$ cat src/rtl/hopfield_seq_ctrl.sv
// Sequencer for the Hopfield core: loads a probe pattern from UART, runs update sweeps
// until stable or MAX_ITER, then streams the settled pattern back. Option macro: HOP_STATUS_EN.
module hopfield_seq_ctrl #(
    parameter int unsigned N        = 64,
    parameter int unsigned MAX_ITER = 32,
    parameter int unsigned AW       = $clog2(N / 8)
) (
    input  logic          clk,
    input  logic          rst,
    input  logic          start,
    input  logic [7:0]    rx_data,
    input  logic          rx_valid,
    output logic [7:0]    tx_data,
    output logic          tx_valid,
    input  logic          tx_ready,
    output logic          st_we,
    output logic [AW-1:0] st_addr,
    output logic [7:0]    st_wdata,
    input  logic [7:0]    st_rdata,
    output logic          upd_start,
    input  logic          upd_done,
    input  logic          upd_changed,
    output logic [9:0]    debug
);

    localparam int unsigned NB       = N / 8;
    localparam logic [AW-1:0] LAST   = AW'(NB - 1);
    localparam logic [7:0] ITER_LIM  = 8'(MAX_ITER);

    typedef enum logic [2:0] {
        S_LOAD    = 3'd0,
        S_WAIT    = 3'd1,
        S_RUN     = 3'd2,
        S_WAITUPD = 3'd3,
        S_SEND_RD = 3'd4,
        S_SEND_TX = 3'd5
    } state_t;

    state_t        state;
    logic [AW-1:0] count;
    logic [7:0]    iter;
    logic          converged;
    logic          rx_drop;
    logic [7:0]    iter_inc_c;
`ifdef HOP_STATUS_EN
    logic          status_phase;
`endif

    assign iter_inc_c = (iter == 8'hFF) ? iter : iter + 8'd1;
    assign debug      = {iter[4:0], rx_drop, converged, 3'(state)};

    always_ff @(posedge clk) begin
        if (rst) begin
            state     <= S_LOAD;
            count     <= '0;
            iter      <= '0;
            converged <= 1'b0;
            rx_drop   <= 1'b0;
            tx_data   <= '0;
            tx_valid  <= 1'b0;
            st_we     <= 1'b0;
            st_addr   <= '0;
            st_wdata  <= '0;
            upd_start <= 1'b0;
`ifdef HOP_STATUS_EN
            status_phase <= 1'b0;
`endif
        end else begin
            st_we     <= 1'b0;
            upd_start <= 1'b0;
            if (rx_valid && state != S_LOAD) begin
                rx_drop <= 1'b1;
            end
            case (state)
                S_LOAD: begin
                    if (rx_valid) begin
                        st_we    <= 1'b1;
                        st_addr  <= count;
                        st_wdata <= rx_data;
                        if (count == LAST) begin
                            count <= '0;
                            state <= S_WAIT;
                        end else begin
                            count <= count + AW'(1);
                        end
                    end
                end
                S_WAIT: begin
                    // first sweep is launched on the RUN entry edge itself
                    if (start) begin
                        state     <= S_RUN;
                        upd_start <= 1'b1;
                        iter      <= '0;
                        converged <= 1'b0;
                        st_addr   <= '0;
                    end
                end
                S_RUN: begin
                    state <= S_WAITUPD;
                    if (!upd_start) begin
                        upd_start <= 1'b1;
                    end
                end
                S_WAITUPD: begin
                    if (upd_done) begin
                        iter <= iter_inc_c;
                        if (!upd_changed) begin
                            converged <= 1'b1;
                            state     <= S_SEND_RD;
                            st_addr   <= count;
                        end else if (iter_inc_c == ITER_LIM) begin
                            state   <= S_SEND_RD;
                            st_addr <= count;
                        end else begin
                            state <= S_RUN;
                        end
                    end
                end
                S_SEND_RD: begin
                    tx_data  <= st_rdata;
                    tx_valid <= 1'b1;
                    state    <= S_SEND_TX;
                end
                S_SEND_TX: begin
                    if (tx_ready) begin
`ifdef HOP_STATUS_EN
                        // trailing status byte reuses the handshake without a memory read
                        if (status_phase) begin
                            tx_valid     <= 1'b0;
                            status_phase <= 1'b0;
                            count        <= '0;
                            state        <= S_LOAD;
                        end else if (count == LAST) begin
                            tx_data      <= {converged, iter[6:0]};
                            status_phase <= 1'b1;
                        end else begin
                            tx_valid <= 1'b0;
                            count    <= count + AW'(1);
                            st_addr  <= count + AW'(1);
                            state    <= S_SEND_RD;
                        end
`else
                        tx_valid <= 1'b0;
                        if (count == LAST) begin
                            count <= '0;
                            state <= S_LOAD;
                        end else begin
                            count   <= count + AW'(1);
                            st_addr <= count + AW'(1);
                            state   <= S_SEND_RD;
                        end
`endif
                    end
                end
                default: state <= S_LOAD;
            endcase
        end
    end

endmodule

$ cat config.mk
export PLATFORM = sky130hd
export DESIGN_NAME = hopfield_seq_ctrl
export DESIGN_NICKNAME = d
export VERILOG_FILES = /design/src/rtl/hopfield_seq_ctrl.sv
export SDC_FILE = /design/constraint.sdc
export NUM_CORES = 1
export LEC_CHECK = 0
export BUFFER_PORTS_ARGS = -buffer_cell sky130_fd_sc_hd__buf_2
export CORE_ASPECT_RATIO = 0.5
export CORE_UTILIZATION = 35
export DETAILED_ROUTE_END_ITERATION = 16
export PLACE_DENSITY = 0.69
export REMOVE_ABC_BUFFERS = 1
export SYNTH_ARGS = -nofsm -noshare
export SYNTH_HDL_FRONTEND = slang
export SYNTH_SLANG_ARGS = --single-unit
export TNS_END_PERCENT = 5
$ cat constraint.sdc
create_clock -name clk -period 6.3 [get_ports clk]
set_clock_uncertainty 0.15 [all_clocks]
set_input_delay 0.63 -clock clk [delete_from_list [all_inputs] [get_ports clk]]
set_output_delay 0.63 -clock clk [all_outputs]
set_load 0.02 [all_outputs]
* Yosys cells after proc, flatten, opt, wreduce, memory -nomap -nowiden
Cells that the tools add are included.
** Word-level totals
- Output and inout port bits :: 32
- Bits in registers :: 38
- Input bits :: 23
- Logic and storage cells :: 80
** Cells by class
- Add/subtract/negate cells :: 2
- Eq/ne operators :: 16
- Bitwise logic cells :: 1
- Reductions and logical operators :: 15
- Mux-type cells :: 35
** Operator list (number)
- $mux W3 :: 18
- $mux W8 :: 3
- $pmux W3 S6 :: 1
- $pmux W8 S2 :: 1
- $ne A2 B2 Y1 const B :: 7
- $pmux W3 S4 :: 1
- $eq A3 B3 Y1 const B :: 3
- $add A8 B1 Y8 const B :: 1
- $eq A8 B6 Y1 const B :: 1
- $eq A8 B8 Y1 const B :: 1
- $mux W1 :: 7
- $reduce_and A7 Y1 :: 1
- $eq A3 B2 Y1 const B :: 2
- $pmux W1 S2 :: 3
- $pmux W3 S2 :: 1
- $reduce_and A3 Y1 :: 2
- $reduce_bool A2 Y1 :: 3
- $reduce_and A5 Y1 :: 1
- $reduce_and A2 Y1 :: 2
- $reduce_and A4 Y1 :: 1
- $reduce_bool A4 Y1 :: 1
- $add A3 B1 Y3 const B :: 1
- $eq A3 B1 Y1 const B :: 1
- $logic_not A3 Y1 :: 1
- other kinds (5) :: 5

* Depth between registers and ports, before layout
Gate-level depths: netlist of run 1.
- Depth in word-level cells :: 7
- Mapped depth :: 8
- Depth with buffers taken out :: 8

* Worst setup path before layout of run 1
OpenSTA, ideal clock, no wires.
- Kind :: reg-to-reg
- From :: reg iter[0]
- To :: reg state[1]
- Path slack :: 3947 ps
- Buffers on the path :: 0
- Required time :: 6018 ps
- Stages on the path, launching flop included :: 8
- Library setup time :: 132 ps
- Period minus slack after synthesis :: 2353 ps
- Data arrival time :: 2071 ps
- Cell sequence :: dfxtp_1 -> ha_1 -> nand2_1 -> o2111a_1 -> or4b_4 -> o41ai_1 -> nor2b_1 -> nor4_1
** Between the ends
- Word-level cells in the longest chain between the ends :: 7
- Elaborated cells on any way between the ends :: 8
- Classes of those cells :: add/sub (1); eq/ne (2); mux (5)
** Ends and longest elaborated chain
- from (decl) :: line 41 : logic [7:0] iter;
- from (signal assigned) :: line 106 : iter <= iter_inc_c;
- $add A8 B1 Y8 or $eq A8 B8 Y1 (tied branches) :: line 49 : assign iter_inc_c = (iter == 8'hFF) ? iter : iter + 8'd1;
- $mux W8 * :: line 49
- $eq A8 B6 Y1 * :: line 111 : end else if (iter_inc_c == ITER_LIM) begin
- $mux W3 * :: line 111
- $mux W3 * :: line 107 : if (!upd_changed) begin
- $mux W3 * :: line 105 : if (upd_done) begin
- $pmux W3 S6 * :: line 74 : case (state)
- to (signal assigned) :: line 109 : state <= S_SEND_RD;
- to (signal assigned) :: line 112 : state <= S_SEND_RD;
- to (signal assigned) :: line 115 : state <= S_RUN;
- to (decl) :: line 39 : state_t state;
Every way passes the cells marked *; elsewhere a longest branch is shown, timed or not. The select of a mux whose other input is x is not followed.
A chain may end at the register's enable or synchronous reset.

* Worst setup path after layout of run 1
Ends and elaborated chain as after synthesis.

==> results_dict.tcl, run 1 <==
set metrics [dict create \
    outcome "finished, final reports clean" \
    overflow 0 \
    cts-root-buf "clkbuf_8" \
    grt_max_degree 36 \
    timing.rr.start "iter[0]" \
    synthToLayoutAreaGrowth_pct 17.6 \
    ant_nets 0 \
    synth.largest_area_cell "dfxtp_1" \
    period_share_pct 41.7 \
    report.final.slew_viol_count 0 \
    synthTopCellsByCount "45 x nand2_1, 38 x dfxtp_1, 31 x a21oi_1" \
    p_leak_nw 0.908 \
    slew_headroom_pct 57.5 \
    synthXorXnorAreaFrac_pct 0 \
    gp_congestion 0.846 \
    wl_per_cell_microns 12.2 \
    rsz0062_at_grt "false" \
    cts_inserted_buffers 5 \
    drv_cap 0 \
    max_freq_ghz 0.381 \
    ir_worst_vdd_uv 72.2 \
    final_nets 297 \
    wl_microns 4160 \
    initial_core_util_pct 37.1 \
    endpoint_kind "register" \
    drive_gt1_share_pct 25.7 \
    synth_edf_count 0 \
    synth_simple_gate_area_share_pct 27.9 \
    placed_area_sq_um 2090 \
    port_buffers 54 \
    worstMarginPinSlew_ps 637 \
    placeableCoreArea_sq_um 5000 \
    boundaryPins 55 \
    cts_max_level 2 \
    synth.area.mux_share_pct 4.59 \
    netlist_instances 231 \
    r2r-end "state[1]" \
    critical_path.max_fanout 7 \
    required_ps 6300 \
    ys_types 39 \
    first_pass_iters 4 \
    worst-setup-path-type "register to register" \
    whs_endpoint "tx_data[1]" \
    r2r_slack_ps 3670 \
    fin_area_sq_um 2180 \
    rows 18 \
    grt_pass1_wl_microns 6670 \
    die-area_sq_um 5610 \
    cp.arrival_ps 2620 \
    postCtsSetupRepairBufs 0 \
    cellPowerDensity_nw_per_um2 209 \
    antenna_cells 0 \
    antenna_found_initial 0 \
    cts_sinks 38 \
    ys_seq_area_share_pct 41.0 \
    via_count 1727 \
    ys.warnings.count 0 \
    synth_top_family_by_area "simple AND/OR/NAND/NOR gates" \
    clk_pin_slew_ps 70 \
    setup_viol 0 \
    die_y_microns 53.5 \
    fill_cells 523 \
    hold_viol_final 0 \
    dominantRegCellSynth "dfxtp_1" \
    synth_area_leaders "dfxtp_1 41%, nand2_1 9.1%, a21oi_1 8.4%" \
    clkLatencyLatePin_ps 290 \
    synth_most_common_cell "nand2_1" \
    track_usage_pct 15.5 \
    power.total_uw 457 \
    whs_path_depth 2 \
    synth_seq_cells 38 \
    async_reset_ff_share_pct 0 \
    cts_tree "done" \
    ctsHoldBuffers 0 \
    cts.repair.resized 0 \
    dieWidth_microns 105 \
    worst_r2r_path_depth 7 \
    tns_ps 0 \
    avgViaCountPerCell 5.05 \
    synth_compound_area_share_pct 17.5 \
    initialDrtViolationCount 72 \
    hpwl_microns 3040 \
    synth_area_sq_um 1850 \
    min_from "tx_data[1]" \
    hp-class "register to register" \
    synth-adder-area-share_pct 2.02 \
    clockBufferDepth 2 \
    drc 0 \
    synth_top_area_share_pct 41.0 \
    synth_area_per_cell_sq_um 8.03 \
    layout_min_cycle_time_ps 2630 \
    grt_pass1_vias 1495 \
    startpoint_type "register" \
]
cell type report:
type	count	area [sq um]	share of cell area, %
Sequential cell	38	761	34.9
Clock inverter	1	5.00	0.229
Timing Repair Buffer	54	270	12.4
Tap cell	70	87.6	4.02
Inverter	2	7.51	0.344
Multi-Input combinational cell	170	963	44.2
Clock buffer	7	86.3	3.96
cell usage in the layout, fill, tap and decap left out, types with 4 or more instances in the layout:
cell type,instances
nand3_1,8
nor3_1,9
nor2_1,20
dfxtp_1,38
a21oi_1,31
and2_1,4
a31oi_1,4
nand2b_1,5
buf_2,54
clkbuf_8,6
mux2i_1,4
nand2_1,45
how the worst max path moves through the flow:
| stage | startpoint | slack [ps] | endpoint |
|---|---|---|---|
| floorplan | iter[0] | 3760 | state[1] |
| global placement | iter[0] | 3780 | state[1] |
| detailed placement | iter[0] | 3680 | state[1] |
| CTS | iter[0] | 3670 | state[1] |
| global route | iter[0] | 3560 | st_addr[2] |
| finish | iter[0] | 3670 | state[1] |
flip-flops by register name (all words and copies together) (netlist names), 3 cells and up:
register	cells
count	3
state	3
st_wdata	8
iter	8
tx_data	8
st_addr	3
per-layer routing:
metal,GRT usage [%],vias to the layer above,wire (microns)
li1,-,874,-
met1,18.2,818,1790
met2,28.1,31,2160
met3,4.06,4,174
met4,5.63,0,40
met5,0,-,0
cells by family (layout without fill, tap and decap cells):
logic type,Yosys count,count (layout)
simple gates,108,108
compound gates,51,51
flops,38,38
buf+inv,23,64
mux,8,8
fa+ha+maj,3,3
through the flow:
step                std cells  hold slack (ps)  utilization, %  setup slack (ps)
finish                    342              303            43.6              3670
CTS                       342              305            43.6              3670
global placement          334              289            41.8              3780
detailed placement        334              294            41.8              3680
floorplan                 210              307               -              3760
global route              342              330            43.6              3560
where the power goes:
group          internal [mW]  switching [mW]
clock network         0.0883          0.0830
registers              0.246         0.00329
logic                 0.0144          0.0218
total                  0.348           0.108
critical path, stage by stage, from the launching register on:
cell and delay (ps):
dfxtp_1 400, ha_1 300, nand2_1 160, o2111a_1 290, or4b_4 560, o41ai_1 370, nor2b_1 190, nor4_1 60
(Power assumes the default switching activity.)
==> inputs of run 2 (changes only) <==
--- a/config.mk
+++ b/config.mk
@@ -5,11 +5,12 @@
 export SDC_FILE = /design/constraint.sdc
 export NUM_CORES = 1
 export LEC_CHECK = 0
+export ABC_AREA = 1
 export BUFFER_PORTS_ARGS = -buffer_cell sky130_fd_sc_hd__buf_2
 export CORE_ASPECT_RATIO = 0.5
 export CORE_UTILIZATION = 35
 export DETAILED_ROUTE_END_ITERATION = 16
-export PLACE_DENSITY = 0.69
+export PLACE_DENSITY = 0.71
 export REMOVE_ABC_BUFFERS = 1
 export SYNTH_ARGS = -nofsm -noshare
 export SYNTH_HDL_FRONTEND = slang
==> constraint.sdc (replaced) <==
create_clock -name clk -period 2.14 [get_ports clk]
set_clock_uncertainty 0.15 [all_clocks]
set_input_delay 0.214 -clock clk [delete_from_list [all_inputs] [get_ports clk]]
set_output_delay 0.214 -clock clk [all_outputs]
set_load 0.02 [all_outputs]
==> run 2 against run 1 <==
Critical path depth is 7 higher. Global-route usage increased by 2.3 points. Combinational power grew to 4.0 times the previous value. Clock power grew to 3.0 times the previous value. Register-to-register slack worse by 3500 ps.
==> results_dict.tcl, run 2 <==
set metrics [dict create \
    wl_per_cell_microns 11.8 \
    p_leak_nw 1.13 \
    startpoint_type "register" \
    synthToLayoutAreaGrowth_pct 22.8 \
    hold_viol_final 0 \
    async_reset_ff_share_pct 0 \
    report.final.slew_viol_count 0 \
    cp.arrival_ps 2030 \
    period_share_pct 93.1 \
    top_regs "iter x8, st_wdata x8, tx_data x8" \
    synth_area_per_cell_sq_um 7.06 \
    drv_cap 0 \
    ant_nets 0 \
    hp-class "input pin to register" \
    slew_headroom_pct 66.5 \
    overflow 0 \
    initialDrtViolationCount 63 \
    ys_types 30 \
    synth_area_sq_um 1910 \
    layout_min_cycle_time_ps 1990 \
    required_ps 2180 \
    max_freq_ghz 0.502 \
    setup_viol 0 \
    synth.area.mux_share_pct 0 \
    port_buffers 54 \
    avgViaCountPerCell 4.87 \
    die-area_sq_um 5770 \
    grt_pass1_vias 1813 \
    endpoint_kind "register" \
    grt_pass1_wl_microns 7910 \
    wl_microns 4670 \
    placeableCoreArea_sq_um 5090 \
    final_nets 352 \
    cts_sinks 38 \
    antenna_found_initial 0 \
    synth_most_common_cell "nand2_1" \
    track_usage_pct 17.8 \
    clkLatencyLatePin_ps 290 \
    rsz0062_at_grt "false" \
    netlist_instances 270 \
    grt_max_degree 24 \
    worstMarginPinSlew_ps 500 \
    cts_inserted_buffers 5 \
    initial_core_util_pct 37.5 \
    clockBufferDepth 2 \
    synth_area_leaders "dfxtp_1 40%, nand2_1 11%, nor2_1 8.9%" \
    synth_compound_area_share_pct 15.0 \
    fill_cells 535 \
    ys.warnings.count 0 \
    min_from "st_rdata[4]" \
    cellPowerDensity_nw_per_um2 596 \
    die_y_microns 54.2 \
    synth.largest_area_cell "dfxtp_1" \
    clk_pin_slew_ps 80 \
    boundaryPins 55 \
    dominantRegCellSynth "dfxtp_1" \
    final_cell_mix "54 x nand2_1, 54 x buf_2, 45 x nor2_1" \
    hold_ws_ps 5.37 \
    hpwl_microns 3360 \
    antenna_cells 0 \
    worst-setup-path-type "register to register" \
    tns_ps 0 \
    synth_top_family_by_area "simple AND/OR/NAND/NOR gates" \
    first_pass_iters 4 \
    synth_seq_cells 38 \
    cts_max_level 2 \
    via_count 1933 \
    rows 18 \
    cts-root-buf "clkbuf_8" \
    synth_simple_gate_area_share_pct 32.2 \
    outcome "finished, final reports clean" \
    timing.rr.start "iter[1]" \
    synthXorXnorAreaFrac_pct 0.919 \
    synth_edf_count 0 \
    startpoint "iter[1]" \
    gp_congestion 0.900 \
    ys_seq_area_share_pct 39.9 \
    synth-adder-area-share_pct 1.97 \
    critical_path.max_fanout 8 \
    dieWidth_microns 106 \
    cts_tree "done" \
    ir_worst_vdd_uv 224 \
    drc 0 \
    drive_gt1_share_pct 28.1 \
    synth_top_area_share_pct 39.9 \
    synthTopCellsByCount "54 x nand2_1, 45 x nor2_1, 38 x dfxtp_1" \
]
## run 2: cell types whose count changed after synthesis, moves of 4 or more
cell	delta
mux2i_1	-4
inv_2	+9
inv_1	+18
a21oi_1	-7
nor3_1	-7
nand2_1	+9
nor2_2	+5
and2_1	-4
nand2b_1	-5
nand3_1	+5
nor2_1	+25
o21ai_0	+15
clkbuf_1	-6
o21ai_1	+5
## run 2: timing repair
| item | in CTS | in global routing |
|---|---|---|
| gates resized for setup | 0 | 0 |
| setup buffers | 0 | 0 |
| hold buffers | 4 | 0 |
| hold endpoints to repair | 4 | 0 |
## run 2: kinds of logic after synthesis
logic type,count (synthesis)
buffers and inverters,42
and+or+nand+nor,132
DFF,38
adders and majority gates,3
xor gates and xnor gates,2
AOI/OAI and AO/OA,53
## run 2: layout make-up
class,instances,area [sq um],area share [%]
tap,70,87.6,3.74
timing repair buffer,61,333,14.2
multi-input combinational,190,956,40.8
sequential,38,761,32.5
clock inverter,1,5.00,0.214
inverter,30,114,4.86
clock buffer,7,86.3,3.69
## run 2: final timing paths
kind                endpoint  slack, ps  depth (start not counted)
setup / recovery  st_addr[1]        150                         14
hold / removal    tx_data[4]          5                          3
setup reg to reg  st_addr[1]        150                         14
hold reg to reg     tx_valid        310                          2
## run 2: report_power, final
group,switching [mW],internal [mW],total (mW)
Combinational,0.0864,0.0586,0.145
Clock,0.254,0.260,0.514
Sequential,0.0108,0.727,0.738
Total,0.351,1.05,1.40
## run 2: per-layer routing
metal / share of wire, % / vias up / track usage [%]
li1: - / 968 / -
met1: 45 / 902 / 20.3
met2: 49 / 56 / 33.8
met3: 5.0 / 7 / 4.00
met4: 1.1 / 0 / 6.94
met5: 0 / - / 0
## run 2: per-stage QoR
stage / area (sq um) / power, mW / std cells / setup WS, ps / utilization (%)
6_report: 2340 / 1.40 / 397 / 149 / 46.0
5_1_grt: 2340 / 1.46 / 397 / 7.87 / 46.0
4_1_cts: 2340 / 1.41 / 397 / 164 / 46.0
3_5_place_dp: 2210 / 0.894 / 385 / 177 / 43.4
3_3_place_gp: 2210 / 0.890 / 385 / 254 / 43.4
2_1_floorplan: 1830 / 0.832 / 258 / 210 / -
## run 2: critical path, cell delays in order (launching register included)
cell	delay, ps
dfxtp_1	440
ha_1	240
nand2_2	100
nor2_4	130
nand2_4	80
clkinv_2	100
nand2_1	60
nand2_1	80
nor2_1	60
nand2_2	70
nand3_2	90
nand2_4	100
inv_2	40
nor2_1	80
nor2_1	50
